==> src/rtl/vms_countdown_timer_pkg.sv <==
// Shared definitions for the vending-machine countdown timer.
// Contents: the timer state encoding, the BCD digit width,
// the default BCD load value and a BCD-to-binary helper.
package vms_pkg;

    typedef enum logic [1:0] {
        ST_IDLE  = 2'd0,
        ST_RUN   = 2'd1,
        ST_PAUSE = 2'd2,
        ST_DONE  = 2'd3
    } state_t;

    localparam int unsigned BCD_DIGIT_W = 4;
    localparam logic [7:0]  DEF_SEC_BCD = 8'h30;

    // Two-digit BCD to binary, used for the warning threshold compare.
    function automatic int unsigned bcd2bin(input logic [7:0] v);
        return 32'(v[7:4]) * 32'd10 + 32'(v[3:0]);
    endfunction

endpackage

==> src/rtl/vms_countdown_timer_if.sv <==
// Command/status bundle between the control FSM and the countdown timer.
// master: control side (drives commands, reads status).
// slave : timer side (reads commands, drives status).
interface vms_countdown_timer_if;

    logic       i_tick;
    logic       i_clear;
    logic       i_load;
    logic [7:0] i_load_val;
    logic       i_start;
    logic       i_pause;
    logic [7:0] o_sec_bcd;
    logic       o_busy;
    logic       o_warn;
    logic       o_expire;

    modport master (
        output i_tick, i_clear, i_load, i_load_val, i_start, i_pause,
        input  o_sec_bcd, o_busy, o_warn, o_expire
    );

    modport slave (
        input  i_tick, i_clear, i_load, i_load_val, i_start, i_pause,
        output o_sec_bcd, o_busy, o_warn, o_expire
    );

endinterface

==> src/rtl/vms_countdown_timer_bcd2_dec.sv <==
// Combinational two-digit BCD helper.
// i_val   : BCD value to decrement.
// i_raw   : raw BCD value to sanitise.
// o_dec   : i_val - 1 in BCD (ones digit wraps 0 -> 9 with borrow).
// o_is_one: i_val == 01.
// o_clamp : i_raw with each digit above 9 clamped to 9.
module bcd2_dec
    import vms_pkg::*;
(
    input  logic [7:0] i_val,
    input  logic [7:0] i_raw,
    output logic [7:0] o_dec,
    output logic       o_is_one,
    output logic [7:0] o_clamp
);

    logic [BCD_DIGIT_W-1:0] val_tens;
    logic [BCD_DIGIT_W-1:0] val_ones;
    logic [BCD_DIGIT_W-1:0] raw_tens;
    logic [BCD_DIGIT_W-1:0] raw_ones;

    assign val_tens = i_val[7:4];
    assign val_ones = i_val[3:0];
    assign raw_tens = i_raw[7:4];
    assign raw_ones = i_raw[3:0];

    always_comb begin
        o_dec   = i_val;
        o_clamp = i_raw;
        if (val_ones == '0) begin
            o_dec = {val_tens - 4'd1, 4'd9};
        end else begin
            o_dec = {val_tens, val_ones - 4'd1};
        end
        o_clamp[7:4] = (raw_tens > 4'd9) ? 4'd9 : raw_tens;
        o_clamp[3:0] = (raw_ones > 4'd9) ? 4'd9 : raw_ones;
    end

    assign o_is_one = (i_val == 8'h01);

endmodule

==> src/rtl/vms_countdown_timer.sv <==
// Two-digit BCD countdown timer for the vending transaction timeout.
// i_clk, i_rst_n : system clock, asynchronous active-low reset.
// bus (slave)    : tick enable, clear/load/start/pause commands,
//                  BCD count, busy, warning and one-cycle expire pulse.
// The divider tick is used purely as a count enable.
module vms_countdown_timer
    import vms_pkg::*;
#(
    parameter int unsigned WARN_SEC = 5,
    parameter logic [7:0]  DEF_SEC  = DEF_SEC_BCD
)
(
    input  logic               i_clk,
    input  logic               i_rst_n,
    vms_countdown_timer_if.slave bus
);

    state_t     state;
    state_t     nxt_state;
    logic [7:0] cnt;
    logic [7:0] nxt_cnt;
    logic [7:0] cnt_dec;
    logic [7:0] load_clamp;
    logic       cnt_is_one;
    logic       busy_q;
    logic       warn_q;
    logic       expire_q;

    bcd2_dec u_dec (
        .i_val    (cnt),
        .i_raw    (bus.i_load_val),
        .o_dec    (cnt_dec),
        .o_is_one (cnt_is_one),
        .o_clamp  (load_clamp)
    );

    // Priority: clear > load > start/pause > tick. A start in RUN is not
    // applicable, so a coincident tick still decrements.
    always_comb begin
        nxt_state = state;
        nxt_cnt   = cnt;
        if (bus.i_clear) begin
            nxt_state = ST_IDLE;
            nxt_cnt   = '0;
        end else if (bus.i_load) begin
            nxt_state = ST_IDLE;
            nxt_cnt   = load_clamp;
        end else begin
            case (state)
                ST_IDLE: begin
                    if (bus.i_start) begin
                        nxt_state = (cnt == '0) ? ST_DONE : ST_RUN;
                    end
                end
                ST_RUN: begin
                    if (bus.i_pause) begin
                        nxt_state = ST_PAUSE;
                    end else if (bus.i_tick) begin
                        if (cnt_is_one) begin
                            nxt_state = ST_DONE;
                            nxt_cnt   = '0;
                        end else begin
                            nxt_cnt = cnt_dec;
                        end
                    end
                end
                ST_PAUSE: begin
                    if (bus.i_start) begin
                        nxt_state = ST_RUN;
                    end
                end
                default: ;
            endcase
        end
    end

    // Status flags are registered from the next state so they line up
    // with the state/count registers without any input-to-output path.
    always_ff @(posedge i_clk or negedge i_rst_n) begin
        if (!i_rst_n) begin
            state    <= ST_IDLE;
            cnt      <= DEF_SEC;
            busy_q   <= 1'b0;
            warn_q   <= 1'b0;
            expire_q <= 1'b0;
        end else begin
            state    <= nxt_state;
            cnt      <= nxt_cnt;
            busy_q   <= (nxt_state == ST_RUN) || (nxt_state == ST_PAUSE);
            warn_q   <= (nxt_state == ST_RUN) && (nxt_cnt != '0) &&
                        (bcd2bin(nxt_cnt) <= WARN_SEC);
            expire_q <= (nxt_state == ST_DONE) && (state != ST_DONE);
        end
    end

    assign bus.o_sec_bcd = cnt;
    assign bus.o_busy    = busy_q;
    assign bus.o_warn    = warn_q;
    assign bus.o_expire  = expire_q;

endmodule

==> src/flat_wrapper.sv <==
// flat-port wrapper written by rule: the top's interface ports become plain ports
module vms_countdown_timer_flat import vms_pkg::*;
#(
    parameter int unsigned WARN_SEC = 5,
    parameter logic [7:0]  DEF_SEC  = DEF_SEC_BCD
)
  (i_clk, i_rst_n, bus_i_tick, bus_i_clear, bus_i_load, bus_i_load_val, bus_i_start, bus_i_pause, bus_o_sec_bcd, bus_o_busy, bus_o_warn, bus_o_expire);
  vms_countdown_timer_if bus_i ();
  input  logic i_clk;
  input  logic i_rst_n;
  input wire logic [$bits(bus_i.i_tick)-1:0] bus_i_tick;
  input wire logic [$bits(bus_i.i_clear)-1:0] bus_i_clear;
  input wire logic [$bits(bus_i.i_load)-1:0] bus_i_load;
  input wire logic [$bits(bus_i.i_load_val)-1:0] bus_i_load_val;
  input wire logic [$bits(bus_i.i_start)-1:0] bus_i_start;
  input wire logic [$bits(bus_i.i_pause)-1:0] bus_i_pause;
  output wire logic [$bits(bus_i.o_sec_bcd)-1:0] bus_o_sec_bcd;
  output wire logic [$bits(bus_i.o_busy)-1:0] bus_o_busy;
  output wire logic [$bits(bus_i.o_warn)-1:0] bus_o_warn;
  output wire logic [$bits(bus_i.o_expire)-1:0] bus_o_expire;
  assign bus_i.i_tick = bus_i_tick;
  assign bus_i.i_clear = bus_i_clear;
  assign bus_i.i_load = bus_i_load;
  assign bus_i.i_load_val = bus_i_load_val;
  assign bus_i.i_start = bus_i_start;
  assign bus_i.i_pause = bus_i_pause;
  assign bus_o_sec_bcd = bus_i.o_sec_bcd;
  assign bus_o_busy = bus_i.o_busy;
  assign bus_o_warn = bus_i.o_warn;
  assign bus_o_expire = bus_i.o_expire;
  vms_countdown_timer #(.WARN_SEC(WARN_SEC), .DEF_SEC(DEF_SEC)) u_core (.i_clk(i_clk), .i_rst_n(i_rst_n), .bus(bus_i));
endmodule
==> config.mk <==
export PLATFORM = sky130hd
export DESIGN_NAME = vms_countdown_timer_flat
export DESIGN_NICKNAME = d
export VERILOG_FILES = /design/src/rtl/vms_countdown_timer_pkg.sv /design/src/rtl/vms_countdown_timer_if.sv /design/src/rtl/vms_countdown_timer_bcd2_dec.sv /design/src/rtl/vms_countdown_timer.sv /design/src/flat_wrapper.sv
export SDC_FILE = /design/constraint.sdc
export NUM_CORES = 1
export LEC_CHECK = 0
export CAP_MARGIN = 20
export CORE_MARGIN = 3
export CORE_UTILIZATION = 35
export CTS_CLUSTER_DIAMETER = 80
export CTS_CLUSTER_SIZE = 30
export DETAILED_ROUTE_END_ITERATION = 7
export PLACE_DENSITY = 0.69
export SYNTH_ARGS = -nofsm -noshare
export SYNTH_HDL_FRONTEND = slang
export SYNTH_SLANG_ARGS = --single-unit
==> constraint.sdc <==
create_clock -name i_clk -period 6.25 [get_ports i_clk]
set_clock_uncertainty 0.2 [all_clocks]
set_input_delay 0.625 -clock i_clk [delete_from_list [all_inputs] [get_ports i_clk]]
set_output_delay 0.625 -clock i_clk [all_outputs]
set_load 0.05 [all_outputs]
==> results_dict.tcl, run 1 <==
set metrics [dict create \
    status "complete, no violations" \
    detail-route-antenna-nets 0 \
    synthArstFlopShare_pct 100 \
    avgSynthCellArea_sq_um 8.86 \
    drtIter0Drc 105 \
    vias 1136 \
    fp.dieH_microns 65.3 \
    yosys.area.top_type "dfrtp_1" \
    finalSetupViolCount 0 \
    fin_crit_ps 4770 \
    grt_pass1_vias 1156 \
    clk_latency_ps 270 \
    slew_violations 0 \
    ys_dominant_reg_cell "dfrtp_1" \
    cts_tree "done" \
    worstPathRequired_ps 6250 \
    syn_inst 139 \
    synth_cell_type_count 54 \
    std_cell_rows 20 \
    rsz0062_at_grt "false" \
    powerDensity_nw_per_um2 155 \
    worstHoldPathType "reg -> reg" \
    overflow 0 \
    cts_hold_buf 0 \
    worst_slew_pin_slew_ps 687 \
    drive_above_1_share_pct 6.79 \
    final_common_cell "clkdlybuf4s50_1" \
    path_class "in -> reg" \
    clk_pin_slew_ps 80 \
    die_area_sq_um 4270 \
    grt_usage_pct 15.8 \
    power_frac_comb_pct 38.2 \
    syn_nets 169 \
    ios 26 \
    setup_ws_ps 1480 \
    total_power_mw 0.238 \
    grt_pass1_wl_microns 5310 \
    layout.cells.non_filler 206 \
    finalHoldViolCount 0 \
    dp.cells 202 \
    via_per_inst 5.51 \
    post_cts_buffers 0 \
    finalWirelength_microns 3110 \
    coreArea_sq_um 3200 \
    ys_seq_elements 13 \
    timing.hold.ws_ps 411 \
    grt_max_degree 14 \
    chipWidth_microns 65.3 \
    firstDrtPassIters 4 \
    min_path_cells 1 \
    vdd_ir_drop_max_mv 0.0460 \
    cts_max_level 1 \
    antennaDiodeCount 0 \
    place.gp.congestion 0.869 \
    clkPwrFrac_pct 21.7 \
    antenna_found_initial 0 \
    ff2ff_setup_slack_ps 1510 \
    fillers 326 \
    initial_core_util_pct 38.4 \
    syn-cell-area_sq_um 1230 \
    critical_path.startpoint_type "primary input" \
    crit_path_max_fanout 10 \
    route.detailed.drc 0 \
    numCtsBuffers 3 \
    syn_to_final_growth_pct 24.7 \
    crit_start "bus_i_tick" \
    ys_seq_area_share_pct 26.6 \
    drv_cap 0 \
    worstReg2RegStart "u_core.bus.o_sec_bcd[4]" \
    cts_resized 0 \
    wl_per_cell_microns 15.1 \
    rr_endpoint "u_core.bus.o_warn" \
    synth_area_leaders "dfrtp_1 22%, ha_1 13%, inv_1 4.6%, nor2_1 4.6%, dfstp_2 4.3%" \
    yosysWarnings 0 \
    period_share_pct 76.3 \
    end_kind "register" \
    switchingPower_mw 0.0876 \
    cts_max_path_buffers 2 \
    fmax_ghz 0.210 \
    dpl.hpwl_microns 2530 \
    finalNetCount 193 \
    critPathCapture "u_core.bus.o_warn" \
    pre_cts_ws_ps 1210 \
    p_int_mw 0.151 \
    switching_share_pct 36.8 \
    slew_headroom_pct 53.7 \
    final_cell_mix "25 x clkdlybuf4s50_1, 15 x nor2_1, 15 x inv_1, 13 x ha_1, 11 x dfrtp_1" \
    portBuffers 25 \
    clock-sinks 13 \
    synth_edf_count 0 \
    seq_area_sq_um 328 \
    worstRegToRegCells 15 \
    synth_top_area_share_pct 22.4 \
    finalSetupTns_ps 0 \
    leakagePower_nw 0.637 \
    p_seq_share_pct 40.0 \
    multi_input_area_sq_um 820 \
    arrival_ps 4760 \
    root_buffer "clkbuf_4" \
]
## flip-flops by register name, indices dropped and copies added, names as in the netlist
register	count
u_core.bus.o_warn	1
u_core.bus.o_busy	1
u_core.bus.o_expire	1
u_core.state	2
u_core.bus.o_sec_bcd	8
## worst max-delay path, stage by stage
cell and delay [ps]:
clkdlybuf4s50_1 580, nand4bb_1 390, or3_1 480, a21o_1 190, a221oi_4 320, ha_1 290
ha_1 330, inv_1 80, nor4b_1 550, a22oi_1 170, a211o_1 310, a221o_1 300
a41oi_2 140
## per-stage QoR
step / cell area [sq um] / utilization, %
after floorplan: 1230 / -
after global placement: 1510 / 47.1
final: 1540 / 47.9
after detailed placement: 1510 / 47.1
after global routing: 1540 / 47.9
after CTS: 1540 / 47.9
## cell families (layout without fill, tap and decap cells)
kind of cell	count (synthesis)	count (layout)	synth area share, %
compound gates	41	41	26.4
xor+xnor	1	1	0.712
fa+ha+maj	15	15	16.5
buf+inv	21	44	6.81
flops	13	13	26.6
mux	2	2	1.83
simple gates	46	46	21.1
## how the worst min path moves through the flow
stage / startpoint / slack (ps) / end
after CTS: u_core.state[1] / 420 / u_core.bus.o_expire
final: u_core.state[1] / 410 / u_core.bus.o_expire
after global placement: u_core.state[1] / 390 / u_core.bus.o_expire
after global routing: u_core.state[1] / 480 / u_core.bus.o_expire
after floorplan: i_rst_n / 130 / u_core.bus.o_busy
after detailed placement: u_core.state[1] / 410 / u_core.bus.o_expire
## layer usage
metal  vias up  global-route usage, %  part of all wire, %
met2        33                   26.8                   47
met4         0                   7.77                  1.5
met3         4                   1.88                  4.8
met1       531                   19.7                   46
met5         -                      0                    0
li1        568                      -                    -
## cells in the mapped netlist, types with 2 or more instances
master    instances
a211o_1           3
nor3_1            4
a31oi_1           2
a41oi_1           2
a211oi_1          2
ha_1             13
nor2_1           15
clkbuf_1          4
mux2_2            2
a21oi_1           7
dfrtp_1          11
nand3_1           3
nand2_1           7
a21o_1            2
o21ai_0           5
nor4b_1           2
inv_1            15
dfstp_2           2
nand4_1           2
fa_1              2
## power groups by stage
stage | combinational (mW) | sequential (mW) | clock (mW)
global route | 0.0999 | 0.0962 | 0.0584
detailed placement | 0.0907 | 0.0971 | 0
floorplan | 0.0464 | 0.110 | 0
finish | 0.0911 | 0.0954 | 0.0518
global placement | 0.0896 | 0.0968 | 0
CTS | 0.0912 | 0.0954 | 0.0526
## layout make-up
class | instances | share of cell area [%]
Timing Repair Buffer | 25 | 16.3
Inverter | 15 | 3.67
Clock buffer | 4 | 1.71
Sequential cell | 13 | 21.4
Tap cell | 44 | 3.59
Multi-Input combinational cell | 105 | 53.4
No activity file was read; power rests on OpenSTA's default activity.
==> run 2, diff against run 1 <==
--- a/config.mk
+++ b/config.mk
@@ -11,7 +11,7 @@
 export CTS_CLUSTER_DIAMETER = 80
 export CTS_CLUSTER_SIZE = 30
 export DETAILED_ROUTE_END_ITERATION = 7
-export PLACE_DENSITY = 0.69
+export PLACE_DENSITY = 0.72
 export SYNTH_ARGS = -nofsm -noshare
 export SYNTH_HDL_FRONTEND = slang
 export SYNTH_SLANG_ARGS = --single-unit
==> constraint.sdc (replaced) <==
create_clock -name i_clk -period 4.2 [get_ports i_clk]
set_clock_uncertainty 0.2 [all_clocks]
set_input_delay 0.42 -clock i_clk [delete_from_list [all_inputs] [get_ports i_clk]]
set_output_delay 0.42 -clock i_clk [all_outputs]
set_load 0.05 [all_outputs]
==> results_dict.tcl, run 2 (synthesized netlist as in run 1, its figures left out) <==
set metrics [dict create \
    fp.dieH_microns 65.3 \
    cts_max_path_buffers 2 \
    ff2ff_setup_slack_ps 120 \
    finalSetupViolCount 0 \
    cts_tree "done" \
    final_common_cell "clkdlybuf4s50_1" \
    std_cell_rows 20 \
    route.detailed.drc 0 \
    clock-sinks 13 \
    fin_crit_ps 4080 \
    die_area_sq_um 4270 \
    chipWidth_microns 65.3 \
    wl_per_cell_microns 14.4 \
    detail-route-antenna-nets 0 \
    grt_pass1_vias 1243 \
    syn_to_final_growth_pct 47.1 \
    worstHoldPathType "in -> async" \
    path_cells "inv_2 > ha_4 > or3b_4 > nor3_2 > a21oi_1 > o31a_1 > or2_1 > inv_2 > ha_4 > ha_4 > fa_2 > nand2_2 > nor2_1 > a22oi_1 > a211o_1 > a221o_1 > a41oi_2" \
    grt_usage_pct 16.3 \
    vias 1244 \
    powerDensity_nw_per_um2 215 \
    cts_max_level 1 \
    worstRegToRegCells 17 \
    clk_latency_ps 270 \
    coreArea_sq_um 3200 \
    root_buffer "clkbuf_4" \
    worstReg2RegStart "u_core.bus.o_sec_bcd[1]" \
    finalWirelength_microns 3300 \
    drv_cap 0 \
    firstDrtPassIters 4 \
    crit_path_frequent_cell "ha_4" \
    rr_endpoint "u_core.bus.o_warn" \
    grt_max_degree 14 \
    total_power_mw 0.389 \
    period_share_pct 97.2 \
    largest_reg_flops 8 \
    slowest_delay_ps 550 \
    ios 26 \
    drive_above_1_share_pct 30.6 \
    crit_slowest_cell "fa_2" \
    worstPathRequired_ps 4190 \
    vdd_ir_drop_max_mv 0.124 \
    status "complete, no violations" \
    drtIter0Drc 133 \
    critical_path.startpoint_type "register" \
    placed_area_sq_um 1760 \
    clk_pin_slew_ps 80 \
    final_cell_mix "25 x clkdlybuf4s50_1, 24 x buf_4, 14 x nor2_1, 10 x inv_1" \
    setup_ws_ps 117 \
    finalNetCount 217 \
    antenna_found_initial 0 \
    portBuffers 25 \
    slew_violations 0 \
    via_per_inst 5.41 \
    end_kind "register" \
    numCtsBuffers 3 \
    dpl.hpwl_microns 2840 \
    finalHoldViolCount 0 \
    slew_headroom_pct 62.2 \
    overflow 0 \
    antennaDiodeCount 0 \
    place.gp.congestion 0.859 \
    worst_slew_pin_slew_ps 561 \
    pre_cts_ws_ps -75.5 \
    finalInstanceArea_sq_um 1810 \
    crit_path_max_fanout 4 \
    rsz0062_at_grt "false" \
    grt_pass1_wl_microns 5490 \
    initial_core_util_pct 38.4 \
    leakagePower_nw 0.750 \
    fmax_ghz 0.245 \
    path_class "reg -> reg" \
    arrival_ps 4070 \
]
run 2: cell types whose count changed in the layout (fill, tap and decap cells not counted), moves of 2 or more:
| cell | change |
|---|---|
| buf_4 | +24 |
| ha_1 | -4 |
| ha_4 | +3 |
| dfrtp_1 | -2 |
| inv_1 | -5 |
| dfrtp_2 | +2 |
| inv_2 | +5 |
run 2: worst max path at each step:
stage / depth (start not counted) / from / endpoint / slack [ps]
6_report: 17 / u_core.bus.o_sec_bcd[1] / u_core.bus.o_warn / 120
4_1_cts: 17 / u_core.bus.o_sec_bcd[1] / u_core.bus.o_warn / 30
2_1_floorplan: 18 / u_core.bus.o_sec_bcd[1] / u_core.bus.o_warn / -8
3_3_place_gp: 15 / bus_i_pause / u_core.bus.o_warn / 30
3_5_place_dp: 16 / bus_i_tick / u_core.bus.o_warn / -80
5_1_grt: 17 / u_core.bus.o_sec_bcd[1] / u_core.bus.o_warn / 2
run 2: timing repair:
item / 4_1_cts / 5_1_grt
hold buffers: 0 / 0
cloned: 0 / 0
setup endpoints to repair: 1 / 1
gates resized for setup: 1 / 3
buffers inserted: 0 / 2
pin swaps: 0 / 4
run 2: worst max-delay path, delay by kind of cell (launching register included):
| family | cells | cell delay (ps) |
|---|---|---|
| AOI/OAI and AO/OA | 6 | 1150 |
| adders and majority gates | 4 | 1060 |
| DFF | 1 | 430 |
| and+or+nand+nor | 5 | 1000 |
| buffers and inverters | 2 | 170 |
run 2: layout make-up:
cell class / instances / area, sq um
fill: 300 / 1390
multi-input combinational: 105 / 911
timing repair buffer: 49 / 430
sequential: 13 / 330
inverter: 15 / 56.3
tap: 44 / 55.1
clock buffer: 3 / 22.5
clock inverter: 1 / 5.00
run 2: routing by layer:
| layer | share of wire, % | wire [microns] | up-vias | GRT usage, % |
|---|---|---|---|---|
| met5 | 0 | 0 | - | 0 |
| met4 | 3.0 | 98 | 0 | 8.81 |
| met3 | 2.8 | 92 | 10 | 0.855 |
| met2 | 49 | 1620 | 37 | 27.7 |
| met1 | 45 | 1490 | 585 | 20.7 |
| li1 | - | - | 612 | - |
run 2: per-stage QoR:
step                hold WS, ps  TNS [ps]  utilization (%)  cells
floorplan                 -75.6     -8.42                -    139
global placement            390         0             54.9    224
detailed placement          415     -75.5             54.9    224
CTS                         313         0             55.9    228
global route                340         0             56.5    230
finish                      304         0             56.5    230
run 2: report_power, final:
group          total (mW)  switching (mW)  internal (mW)
Clock              0.0746          0.0394         0.0353
Combinational       0.172          0.0919         0.0798
Sequential          0.142         0.00893          0.133
